==> config.mk <==
export PLATFORM = sky130hd
export DESIGN_NAME = ram_fifo_ctrl_flat
export DESIGN_NICKNAME = d
export VERILOG_FILES = /design/src/rtl/ram_fifo_pkg.sv /design/src/rtl/ram_fifo_ctrl_if.sv /design/src/rtl/fifo_ptr_ctr.sv /design/src/rtl/ram_fifo_ctrl.sv /design/src/flat_wrapper.sv
export SDC_FILE = /design/constraint.sdc
export NUM_CORES = 1
export LEC_CHECK = 0
export CAP_MARGIN = 20
export CORE_ASPECT_RATIO = 0.6
export CORE_UTILIZATION = 40
export CTS_CLUSTER_SIZE = 20
export DETAILED_ROUTE_END_ITERATION = 7
export GPL_TIMING_DRIVEN = 0
export PLACE_DENSITY = 0.73
export RECOVER_POWER = 25
export SYNTH_ARGS = -nofsm -noshare
export SYNTH_HDL_FRONTEND = slang
export SYNTH_HIERARCHICAL = 1
export SYNTH_SLANG_ARGS = --single-unit
export TNS_END_PERCENT = 1
==> constraint.sdc <==
create_clock -name clk -period 9.4 [get_ports clk]
set_input_delay 1.41 -clock clk [delete_from_list [all_inputs] [get_ports clk]]
set_output_delay 1.41 -clock clk [all_outputs]
set_load 0.01 [all_outputs]
==> src/rtl/ram_fifo_pkg.sv <==
// Shared widths and types for the RAM-backed FIFO controller and the 64x8 single-port RAM.
package ram_fifo_pkg;

    localparam int unsigned DATA_W = 8;
    localparam int unsigned ADDR_W = 6;
    localparam int unsigned DEPTH  = 2 ** ADDR_W;
    localparam int unsigned CNT_W  = ADDR_W + 1;

    typedef logic [DATA_W-1:0] data_t;
    typedef logic [ADDR_W-1:0] addr_t;
    typedef logic [CNT_W-1:0]  cnt_t;

    // Encoding keeps rd_pending and out_valid as single, mutually exclusive state bits.
    typedef enum logic [1:0] {
        HEAD_EMPTY = 2'b00,
        HEAD_PEND  = 2'b01,
        HEAD_VALID = 2'b10
    } head_state_e;

    typedef struct packed {
        logic  we;
        addr_t wr_addr;
        addr_t rd_addr;
        data_t data;
    } ram_req_t;

    function automatic cnt_t occ_sum(cnt_t mem_count, logic rd_pending, logic out_valid);
        return cnt_t'(mem_count + CNT_W'(rd_pending) + CNT_W'(out_valid));
    endfunction

endpackage

==> src/rtl/ram_fifo_ctrl_if.sv <==
// Stream handshake plus RAM port bundle; master is the environment, slave is the controller.
interface ram_fifo_ctrl_if;
    import ram_fifo_pkg::*;

    data_t in_data;
    logic  in_valid;
    logic  in_ready;
    data_t out_data;
    logic  out_valid;
    logic  out_ready;
    logic  ram_we;
    addr_t ram_wr_addr;
    addr_t ram_rd_addr;
    data_t ram_data;
    data_t ram_q;

    modport master (
        output in_data, in_valid, out_ready, ram_q,
        input  in_ready, out_data, out_valid,
        input  ram_we, ram_wr_addr, ram_rd_addr, ram_data
    );

    modport slave (
        input  in_data, in_valid, out_ready, ram_q,
        output in_ready, out_data, out_valid,
        output ram_we, ram_wr_addr, ram_rd_addr, ram_data
    );

endinterface

==> src/rtl/fifo_ptr_ctr.sv <==
// Write/read pointers and RAM-resident item count for the FIFO controller.
module fifo_ptr_ctr
    import ram_fifo_pkg::*;
(
    input  logic  clk,
    input  logic  rst,
    input  logic  inc_wr,
    input  logic  inc_rd,
    output addr_t wr_ptr,
    output addr_t rd_ptr,
    output cnt_t  mem_count,
    output logic  full,
    output logic  nonzero
);

    // Pointers wrap naturally at DEPTH through ADDR_W overflow.
    always_ff @(posedge clk) begin
        if (rst) begin
            wr_ptr    <= '0;
            rd_ptr    <= '0;
            mem_count <= '0;
        end else begin
            if (inc_wr) wr_ptr <= wr_ptr + ADDR_W'(1);
            if (inc_rd) rd_ptr <= rd_ptr + ADDR_W'(1);
            unique case ({inc_wr, inc_rd})
                2'b10:   mem_count <= mem_count + CNT_W'(1);
                2'b01:   mem_count <= mem_count - CNT_W'(1);
                default: mem_count <= mem_count;
            endcase
        end
    end

    always_comb begin
        full    = (mem_count == CNT_W'(DEPTH));
        nonzero = (mem_count != '0);
    end

endmodule

==> src/rtl/ram_fifo_ctrl.sv <==
// Valid/ready FIFO over an external single-port RAM; reads win the port, head item lives in a register.
module ram_fifo_ctrl
    import ram_fifo_pkg::*;
(
    input  logic                  clk,
    input  logic                  rst,
    ram_fifo_ctrl_if.slave        bus,
    output cnt_t                  occupancy,
    output logic                  full,
    output logic                  empty
);

    head_state_e state;
    head_state_e state_nxt;

    addr_t    wr_ptr;
    addr_t    rd_ptr;
    cnt_t     mem_count;
    logic     mem_nonzero;
    logic     rd_issue;
    logic     rd_pending;
    logic     out_valid;
    logic     in_ready;
    logic     wr_en;
    data_t    out_data_q;
    ram_req_t ram_req;

    fifo_ptr_ctr u_ptr (
        .clk       (clk),
        .rst       (rst),
        .inc_wr    (wr_en),
        .inc_rd    (rd_issue),
        .wr_ptr    (wr_ptr),
        .rd_ptr    (rd_ptr),
        .mem_count (mem_count),
        .full      (full),
        .nonzero   (mem_nonzero)
    );

    // Head-of-queue state register.
    always_ff @(posedge clk) begin
        if (rst) state <= HEAD_EMPTY;
        else     state <= state_nxt;
    end

    always_comb begin
        state_nxt = state;
        unique case (state)
            HEAD_EMPTY: if (mem_nonzero)   state_nxt = HEAD_PEND;
            HEAD_PEND:                     state_nxt = HEAD_VALID;
            HEAD_VALID: if (bus.out_ready) state_nxt = HEAD_EMPTY;
            default:                       state_nxt = HEAD_EMPTY;
        endcase
    end

    // Read issue uses registered state only; writes yield to it and are blocked during reset.
    always_comb begin
        rd_pending = 1'b0;
        out_valid  = 1'b0;
        rd_issue   = 1'b0;
        in_ready   = 1'b0;
        wr_en      = 1'b0;
        rd_pending = (state == HEAD_PEND);
        out_valid  = (state == HEAD_VALID);
        rd_issue   = (state == HEAD_EMPTY) && mem_nonzero;
        in_ready   = !full && !rd_issue;
        wr_en      = bus.in_valid && in_ready && !rst;
    end

    // Output register captures the RAM's registered q the cycle after issue.
    always_ff @(posedge clk) begin
        if (rst)                    out_data_q <= '0;
        else if (state == HEAD_PEND) out_data_q <= bus.ram_q;
    end

    always_comb begin
        ram_req.we      = wr_en;
        ram_req.wr_addr = wr_ptr;
        ram_req.rd_addr = rd_ptr;
        ram_req.data    = bus.in_data;
    end

    assign bus.ram_we      = ram_req.we;
    assign bus.ram_wr_addr = ram_req.wr_addr;
    assign bus.ram_rd_addr = ram_req.rd_addr;
    assign bus.ram_data    = ram_req.data;
    assign bus.in_ready    = in_ready;
    assign bus.out_valid   = out_valid;
    assign bus.out_data    = out_data_q;

    assign occupancy = occ_sum(mem_count, rd_pending, out_valid);
    assign empty     = (occupancy == '0);

endmodule
==> src/flat_wrapper.sv <==
// flat-port wrapper written by rule: the top's interface ports become plain ports
module ram_fifo_ctrl_flat import ram_fifo_pkg::*;
  (clk, rst, occupancy, full, empty, bus_in_data, bus_in_valid, bus_out_ready, bus_ram_q, bus_in_ready, bus_out_data, bus_out_valid, bus_ram_we, bus_ram_wr_addr, bus_ram_rd_addr, bus_ram_data);
  ram_fifo_ctrl_if bus_i ();
  input  logic clk;
  input  logic rst;
  output cnt_t occupancy;
  output logic full;
  output logic empty;
  input wire logic [$bits(bus_i.in_data)-1:0] bus_in_data;
  input wire logic [$bits(bus_i.in_valid)-1:0] bus_in_valid;
  input wire logic [$bits(bus_i.out_ready)-1:0] bus_out_ready;
  input wire logic [$bits(bus_i.ram_q)-1:0] bus_ram_q;
  output wire logic [$bits(bus_i.in_ready)-1:0] bus_in_ready;
  output wire logic [$bits(bus_i.out_data)-1:0] bus_out_data;
  output wire logic [$bits(bus_i.out_valid)-1:0] bus_out_valid;
  output wire logic [$bits(bus_i.ram_we)-1:0] bus_ram_we;
  output wire logic [$bits(bus_i.ram_wr_addr)-1:0] bus_ram_wr_addr;
  output wire logic [$bits(bus_i.ram_rd_addr)-1:0] bus_ram_rd_addr;
  output wire logic [$bits(bus_i.ram_data)-1:0] bus_ram_data;
  assign bus_i.in_data = bus_in_data;
  assign bus_i.in_valid = bus_in_valid;
  assign bus_i.out_ready = bus_out_ready;
  assign bus_i.ram_q = bus_ram_q;
  assign bus_in_ready = bus_i.in_ready;
  assign bus_out_data = bus_i.out_data;
  assign bus_out_valid = bus_i.out_valid;
  assign bus_ram_we = bus_i.ram_we;
  assign bus_ram_wr_addr = bus_i.ram_wr_addr;
  assign bus_ram_rd_addr = bus_i.ram_rd_addr;
  assign bus_ram_data = bus_i.ram_data;
  ram_fifo_ctrl u_core (.clk(clk), .rst(rst), .bus(bus_i), .occupancy(occupancy), .full(full), .empty(empty));
endmodule
==> qor.log <==
qor: global_route.grt_start_max_net_pins 14
qor: global_route.grt_remaining_overflow 0
qor: pwr.cellPowerDensity 327 nW/um^2
qor: die.initial_utilization 41.7%
qor: timing.final_period_minus_worst_setup_slack 4.85 ns
qor: timing.grt_setup_unrepaired false
qor: die.floorplan.io_pins 60
qor: die.floorplan.die.width 86.7 um
qor: clock_tree.cts_inserted_buffers 5
qor: worst_setup_path.timing.critical_path.to_type primary output
qor: drt.routed_wirelength 3700 um
qor: place.portBuffers 51
qor: clock_tree.clk_latency 0.28 ns
qor: timing.timing.final.max_slew_violations 0
qor: yosys.synth.avg_cell_area 8.87 sq um
qor: yosys.synth.cell_area 1720 sq um
qor: worst_setup_path.critical_path_peak_fanout 10
qor: pwr.design_power_total 0.000792 W
qor: final_layout.antenna_cells_inserted 0
qor: clock_tree.clock_sinks 29
qor: yosys.share_of_synthesized_registers_carrying_an_async_set_or_reset 0%
qor: worst_setup_path.worstSetupStartpointType flop
qor: pwr.power_leakage 0.945 nW
qor: place.place_congestion 0.738
qor: global_route.overall_global_routing_resource_usage 17.0%
qor: timing.final_min_period_over_clock_period 51.6%
qor: place.dp_hpwl 2790 um
qor: yosys.ys_types 45
qor: drt.first_iter_violations 87
qor: drt.routed_via_density 4.78
qor: worst_setup_path.critPathArrivalTime 3.44 ns
qor: die.rows 18
qor: die.floorplan.core_area 4120 sq um
qor: timing.fin_setup_tns 0 ns
qor: timing.worst_slew_margin_rel 64.0%
qor: clock_tree.cts_resized 0
qor: global_route.global_route.usage.met3 5.83%
qor: drt.post_drt_wl_per_cell 11.8 um
qor: clock_tree.clockRootBuffer clkbuf_8
qor: clock_tree.clock_tree.htree_level_count 2
qor: timing.setup_ws 4.55 ns
qor: drt.drc 0
qor: pwr.max-vdd-ir-drop 0.177 mV
qor: yosys.synth.net_count 221
qor: flow_run.drv.max_cap_violation_count 0
qor: global_route.global_route.usage.met1 24.0%
qor: drt.detailed_routing_iterations_pass_1 4
qor: yosys.synth_sequential_area_ratio 33.7%
qor: die.die_h 52.8 um
qor: drt.drt.antenna.violating_nets 0
qor: timing.final_hold_viol_count 0
qor: global_route.gr-usage-met2 23.7%
qor: min_path.hold_path.class flop to flop
qor: final_layout.layout_overhead_on_the_synthesized_area 40.9%
qor: place.post-place-ws 4.40 ns
qor: final_layout.final_nets 280
qor: final_layout.final_util 58.8%
qor: status.run_status completed
qor: yosys.synth-edff-count 0
qor: clock_tree.clkTransAtPathRegs 0.06 ns
qor: timing.number_of_endpoints_failing_setup_at_the_final_stage 0
qor: drt.vias 1500
qor: yosys.synth.ff_latch_count 29
qor: global_route.global_route_wire_length_before_repair 5830 um
qor: worst_setup_path.critical_path_required 7.99 ns
qor: final_layout.share_of_layout_cells_above_drive_strength_1 13.4%
qor: global_route.global_route.peak_usage_layer met1
qor: clock_tree.post-cts-setup-buffer-count 0
qor: yosys.dominantRegCellSynth dfxtp_1
qor: timing.worst_pin_slew 0.540 ns
qor: global_route.antenna_found_initial 0
qor: yosys.yosysWarnings 6
qor: timing.finalClockSkew 0.00302 ns
qor: clock_tree.cts_max_path_buffers 2
qor: clock_tree.cts_tree built
qor: die.dieArea 4580 sq um
qor: worst_setup_path.critical_path_class flop to primary output
qor: global_route.number_of_global_route_vias_before_repair 1241
qor: clock_tree.cts_hold_buffers 0
qor: timing.clock.fmax 206 MHz
qor: yosys.post_synth_inst_count 194
==> sequential cells by signal, indices dropped and copies added, names as in the netlist <==
name	flops
u_core/u_ptr/wr_ptr	6
u_core/state	2
u_core/u_ptr/rd_ptr	6
u_core/u_ptr/mem_count	7
u_core/bus.out_data	8
==> synthesized netlist by cell type, drive strengths merged, types with 3 or more instances <==
| cell | instances | area (sq um) |
|---|---|---|
| xor2 | 12 | 105 |
| a21o | 4 | 32.5 |
| clkbuf | 4 | 15.0 |
| dfxtp | 29 | 581 |
| a21oi | 15 | 75.1 |
| or3 | 4 | 25.0 |
| nor3b | 4 | 30.0 |
| xnor2 | 7 | 61.3 |
| nand3 | 4 | 25.0 |
| o21ai | 5 | 25.0 |
| mux2i | 5 | 50.1 |
| buf | 14 | 114 |
| nand2b | 3 | 18.8 |
| nor2 | 21 | 78.8 |
| inv | 3 | 11.3 |
| nand2 | 21 | 78.8 |
| ha | 6 | 75.1 |
| nand4 | 4 | 25.0 |
| nor2b | 5 | 31.3 |
==> per-stage QoR <==
step	cell area [sq um]	hold slack (ns)	instances
detailed placement	2310	0.446	306
finish	2420	0.456	314
global placement	2310	0.443	305
floorplan	1720	0.481	194
global route	2420	0.463	314
CTS	2430	0.456	314
==> power by group <==
part / switching, W / total [W] / internal, W
Combinational: 0.000222 / 0.000469 / 0.000246
Clock: 0.0000491 / 0.000135 / 0.0000861
Sequential: 0.0000361 / 0.000188 / 0.000152
==> cell type report <==
| cell class | count | area, sq um |
|---|---|---|
| Sequential cell | 29 | 581 |
| Tap cell | 60 | 75.1 |
| Clock inverter | 2 | 37.5 |
| Multi-Input combinational cell | 144 | 1000 |
| Inverter | 3 | 11.3 |
| Fill cell | 368 | 1700 |
| Buffer | 18 | 121 |
| Clock buffer | 6 | 82.6 |
| Timing Repair Buffer | 52 | 515 |
==> path summary, 6_finish.rpt <==
kind,slack [ns],startpoint,cells after the start,to
setup / recovery,4.55,u_core/state[1],9,empty
hold reg to reg,0.46,u_core/bus.out_data[0],2,u_core/bus.out_data[0]
setup reg to reg,5.58,u_core/u_ptr/mem_count[2],13,u_core/u_ptr/mem_count[4]
hold / removal,0.46,u_core/bus.out_data[0],2,u_core/bus.out_data[0]
==> critical path: stages, from the launching register on <==
cell,delay [ns]
dfxtp_1,0.34
nand2b_1,0.10
clkbuf_1,0.36
inv_2,0.17
fa_1,0.44
ha_1,0.25
xor2_1,0.17
or4_4,0.43
a2111oi_2,0.30
clkdlybuf4s50_1,0.59
==> kinds of logic (layout without fill, tap and decap cells) <==
| logic type | after synthesis | after routing | synth area share [%] |
|---|---|---|---|
| AO/OA/AOI/OAI | 32 | 32 | 12.0 |
| XOR/XNOR | 19 | 19 | 9.67 |
| adder cells (fa/ha/maj) | 7 | 7 | 5.53 |
| buffers and inverters | 21 | 81 | 8.14 |
| flip-flops | 29 | 29 | 33.7 |
| multiplexers | 7 | 7 | 4.22 |
| AND/OR/NAND/NOR | 79 | 79 | 26.7 |
==> placed cells by master (no fill, tap or decap), drive strengths merged, types with 2 or more instances in the layout <==
cell / count
xnor2: 7
nor2: 21
and2b: 2
inv: 3
nor3b: 4
nor2b: 5
nand2: 21
mux2: 2
buf: 14
a21o: 4
or3: 4
a31oi: 2
clkdlybuf4s50: 49
o21ai: 5
dlygate4sd3: 2
dfxtp: 29
xor2: 12
clkbuf: 11
mux2i: 5
a311oi: 2
nand3: 4
nand4: 4
ha: 6
nor4: 2
a21oi: 15
nand2b: 3
==> routing by layer <==
| metal | wire length [um] | up-vias |
|---|---|---|
| met5 | 0 | - |
| met1 | 1930 | 674 |
| li1 | - | 781 |
| met2 | 1500 | 42 |
| met3 | 254 | 3 |
| met4 | 15 | 0 |
(Power assumes the default switching activity.)
==> patch: new RTL, same settings <==
The 3 states of `head_state_e` get a one-hot encoding in 3 bits.
--- a/src/rtl/ram_fifo_pkg.sv
+++ b/src/rtl/ram_fifo_pkg.sv
@@ -13,6 +13,6 @@
     // Encoding keeps rd_pending and out_valid as single, mutually exclusive state bits.
-    typedef enum logic [1:0] {
-        HEAD_EMPTY = 2'b00,
-        HEAD_PEND  = 2'b01,
-        HEAD_VALID = 2'b10
+    typedef enum logic [2:0] {
+        HEAD_EMPTY = 3'b001,
+        HEAD_PEND  = 3'b010,
+        HEAD_VALID = 3'b100
     } head_state_e;
Function: no difference found for any inputs over 10 cycles, from zero or initial values and one cycle with rst high; not proved beyond that.
==> patch against the original RTL <==
Utilization up 0.44 points. Routed wire length rose by 8.0%. Via count rose by 3.6%. Synthesized area grew 5.0%. Worst setup slack better by 60 ps. Sequential share of layout area grew 0.12 points. Synthesized cell count up 0.52%. Non-clock buffer count shrank 1. Clock skew grew 0.76 ps. Die area increased by 4.9%. Sequential cell count is 1 higher. Total power shrank 8.2%. Design area rose by 2.9%.
==> patch: results (changes against the original RTL) <==
.. list-table::
   :header-rows: 1

   * - Metric
     - Value
   * - Result of the run
     - complete, no violations
   * - Number of cells on the worst hold path
     - 2 (unchanged)
   * - Share of synthesized area occupied by flip-flops and latches
     - 33.24% (-0.50 points)
   * - Highest fanout seen on the critical path
     - 9 (-1)
   * - Global router's overall resource usage
     - 17.67% (+0.66 points)
   * - Postcts setup bufs
     - 0 (unchanged)
   * - Cell at the root of the clock tree
     - sky130_fd_sc_hd__clkbuf_8
   * - Max-slew headroom at the worst pin
     - 63.43% (-0.53 points)
   * - Delay-heaviest family, CP
     - buffers and inverters
   * - Class of the worst hold path
     - register to register
   * - Hold path startpoint
     - u_core/bus.out_data[4]
   * - Worst setup slack after placement
     - 4641 ps (+244.3 ps)
   * - Net count after synthesis
     - 222 (+0.45%)
   * - Max Clock Skew
     - 3.778 ps (+0.7572 ps)
   * - Highest ir drop seen on vdd
     - 181.5 uV (+2.3%)
   * - Xor/xnor share of the synthesized area
     - 9.211% (-0.46 points)
   * - Share of cell area taken by muxes after synthesis
     - 8.449% (+4.2 points)
   * - Via count of the first global-routing pass
     - 1264 (+1.9%)
   * - Largest cells by area after synthesis
     - sky130_fd_sc_hd__dfxtp_1 (33%), sky130_fd_sc_hd__mux2i_1 (7.2%), sky130_fd_sc_hd__nor2_1 (6.0%)
   * - Number of different library cells in the post-synthesis netlist
     - 49 (+8.9%)
   * - Number of antenna violations at the first check in global routing
     - 0 (unchanged)
   * - Wire length of the first global-routing pass
     - 6.154 mm (+5.6%)
   * - Buffers added on ports
     - 51 (unchanged)
   * - Reg2reg setup slack
     - 5510 ps (-70 ps)
   * - CTS max path bufs
     - 2 (unchanged)
   * - Share of the synthesized area in compound gates (AO/OA/AOI/OAI)
     - 10.04% (-2.0 points)
   * - List of most frequent post-synthesis cells
     - sky130_fd_sc_hd__dfxtp_1 (30), sky130_fd_sc_hd__nor2_1 (29), sky130_fd_sc_hd__mux2i_1 (13)
   * - Logic depth of the worst register-to-register path
     - 14 (+1)
   * - Cts bufs inserted
     - 5 (unchanged)
   * - Total of warnings raised by yosys
     - 6 (unchanged)
   * - Detailed-placement wirelength estimate
     - 2.995 mm (+7.5%)
   * - Number of fill cells
     - 379 (+3.0%)
   * - Max stage delay on crit path
     - 590 ps (about the same)
   * - CP Data Arrival Time
     - 3380 ps (-60 ps)
   * - DR iter-0 viols
     - 123 (+41%)
   * - CTS clock-pin slew for the worst setup and hold paths
     - 60 ps (about the same)
   * - Capture endpoint of the worst hold path
     - u_core/bus.out_data[4]
   * - Final Hold Slack
     - 491.3 ps (+35.28 ps)
   * - Routed via count divided by cell count
     - 4.949 (+3.6%)
   * - Ant. Diodes
     - 0 (unchanged)
   * - Largest register FFs
     - 8 (unchanged)
   * - Static Leak
     - 0.9790 nW (+3.6%)
   * - DRT Wirelength
     - 3.994 mm (+8.0%)
   * - Proportion of layout cells with a drive suffix above 1
     - 13.39% (unchanged)
   * - Fraction of the mapped netlist area in adder cells
     - 5.263% (-0.26 points)
   * - Placer congestion estimate
     - 0.7848 (+6.4%)
   * - Async S/R FF share, synth
     - 0% (unchanged)
-- patch: cell count changes after synthesis, sizes merged, moves of 4 or more --
cell   unedited run  this run
mux2i             5        13
nor2             21        29
a21oi            15         7
nand2            21         5
inv               3         7
-- patch: layout make-up --
type	count	area (um2)	area share [%]
buffer	18	122.6	4.915
sequential	30	600.6	24.07
tap	60	75.07	3.009
clock buffer	8	110.1	4.413
multi-input combinational	140	1050	42.08
timing repair buffer	51	510.5	20.46
inverter	7	26.28	1.053
-- patch: tightest hold or removal path: stages (launching register included) --
cell                      delay (ps)
sky130_fd_sc_hd__dfxtp_1         320
sky130_fd_sc_hd__mux2i_1          70
sky130_fd_sc_hd__nor2_1           70
-- patch: metrics by stage --
stage / cells / total power [mW] / instance area [um2]
6_report: 314 / 0.7273 / 2495
5_1_grt: 314 / 0.7825 / 2495
4_1_cts: 314 / 0.7349 / 2502
3_5_place_dp: 306 / 0.6104 / 2392
3_3_place_gp: 306 / 0.6013 / 2392
2_1_floorplan: 195 / 0.4866 / 1807
-- patch: kinds of logic (layout without fill, tap and decap cells) --
kind of cell / Yosys count / count (layout)
DFF: 30 / 30
and+or+nand+nor: 73 / 73
buffers and inverters: 25 / 84
adders and majority gates: 7 / 7
AOI/OAI and AO/OA: 26 / 26
muxes: 15 / 15
xor gates and xnor gates: 19 / 19
-- patch: metal layers --
layer | share of wire, % | vias up | global-route usage, %
met2 | 40 | 58 | 25.13
met3 | 9.1 | 7 | 6.288
met4 | 0.95 | 0 | 5.645
met5 | 0 | - | 0
li1 | - | 786 | -
met1 | 50 | 703 | 24.72
-- patch: power breakdown --
group          total, mW  internal (mW)  switching (mW)
clock network      0.122         0.0738          0.0483
registers          0.186          0.152          0.0336
logic              0.419          0.219           0.200
total              0.727          0.445           0.282
-- patch: how the worst max path moves through the flow --
stage                                 to  slack (ps)            start  cells past startpoint
2_1_floorplan  u_core/u_ptr/mem_count[4]        5350              rst                     11
3_3_place_gp   u_core/u_ptr/mem_count[4]        4640              rst                     12
3_5_place_dp   u_core/u_ptr/mem_count[4]        4640              rst                     12
4_1_cts                            empty        4570  u_core/state[1]                     10
5_1_grt                            empty        4390  u_core/state[1]                     10
6_report                           empty        4610  u_core/state[1]                     10
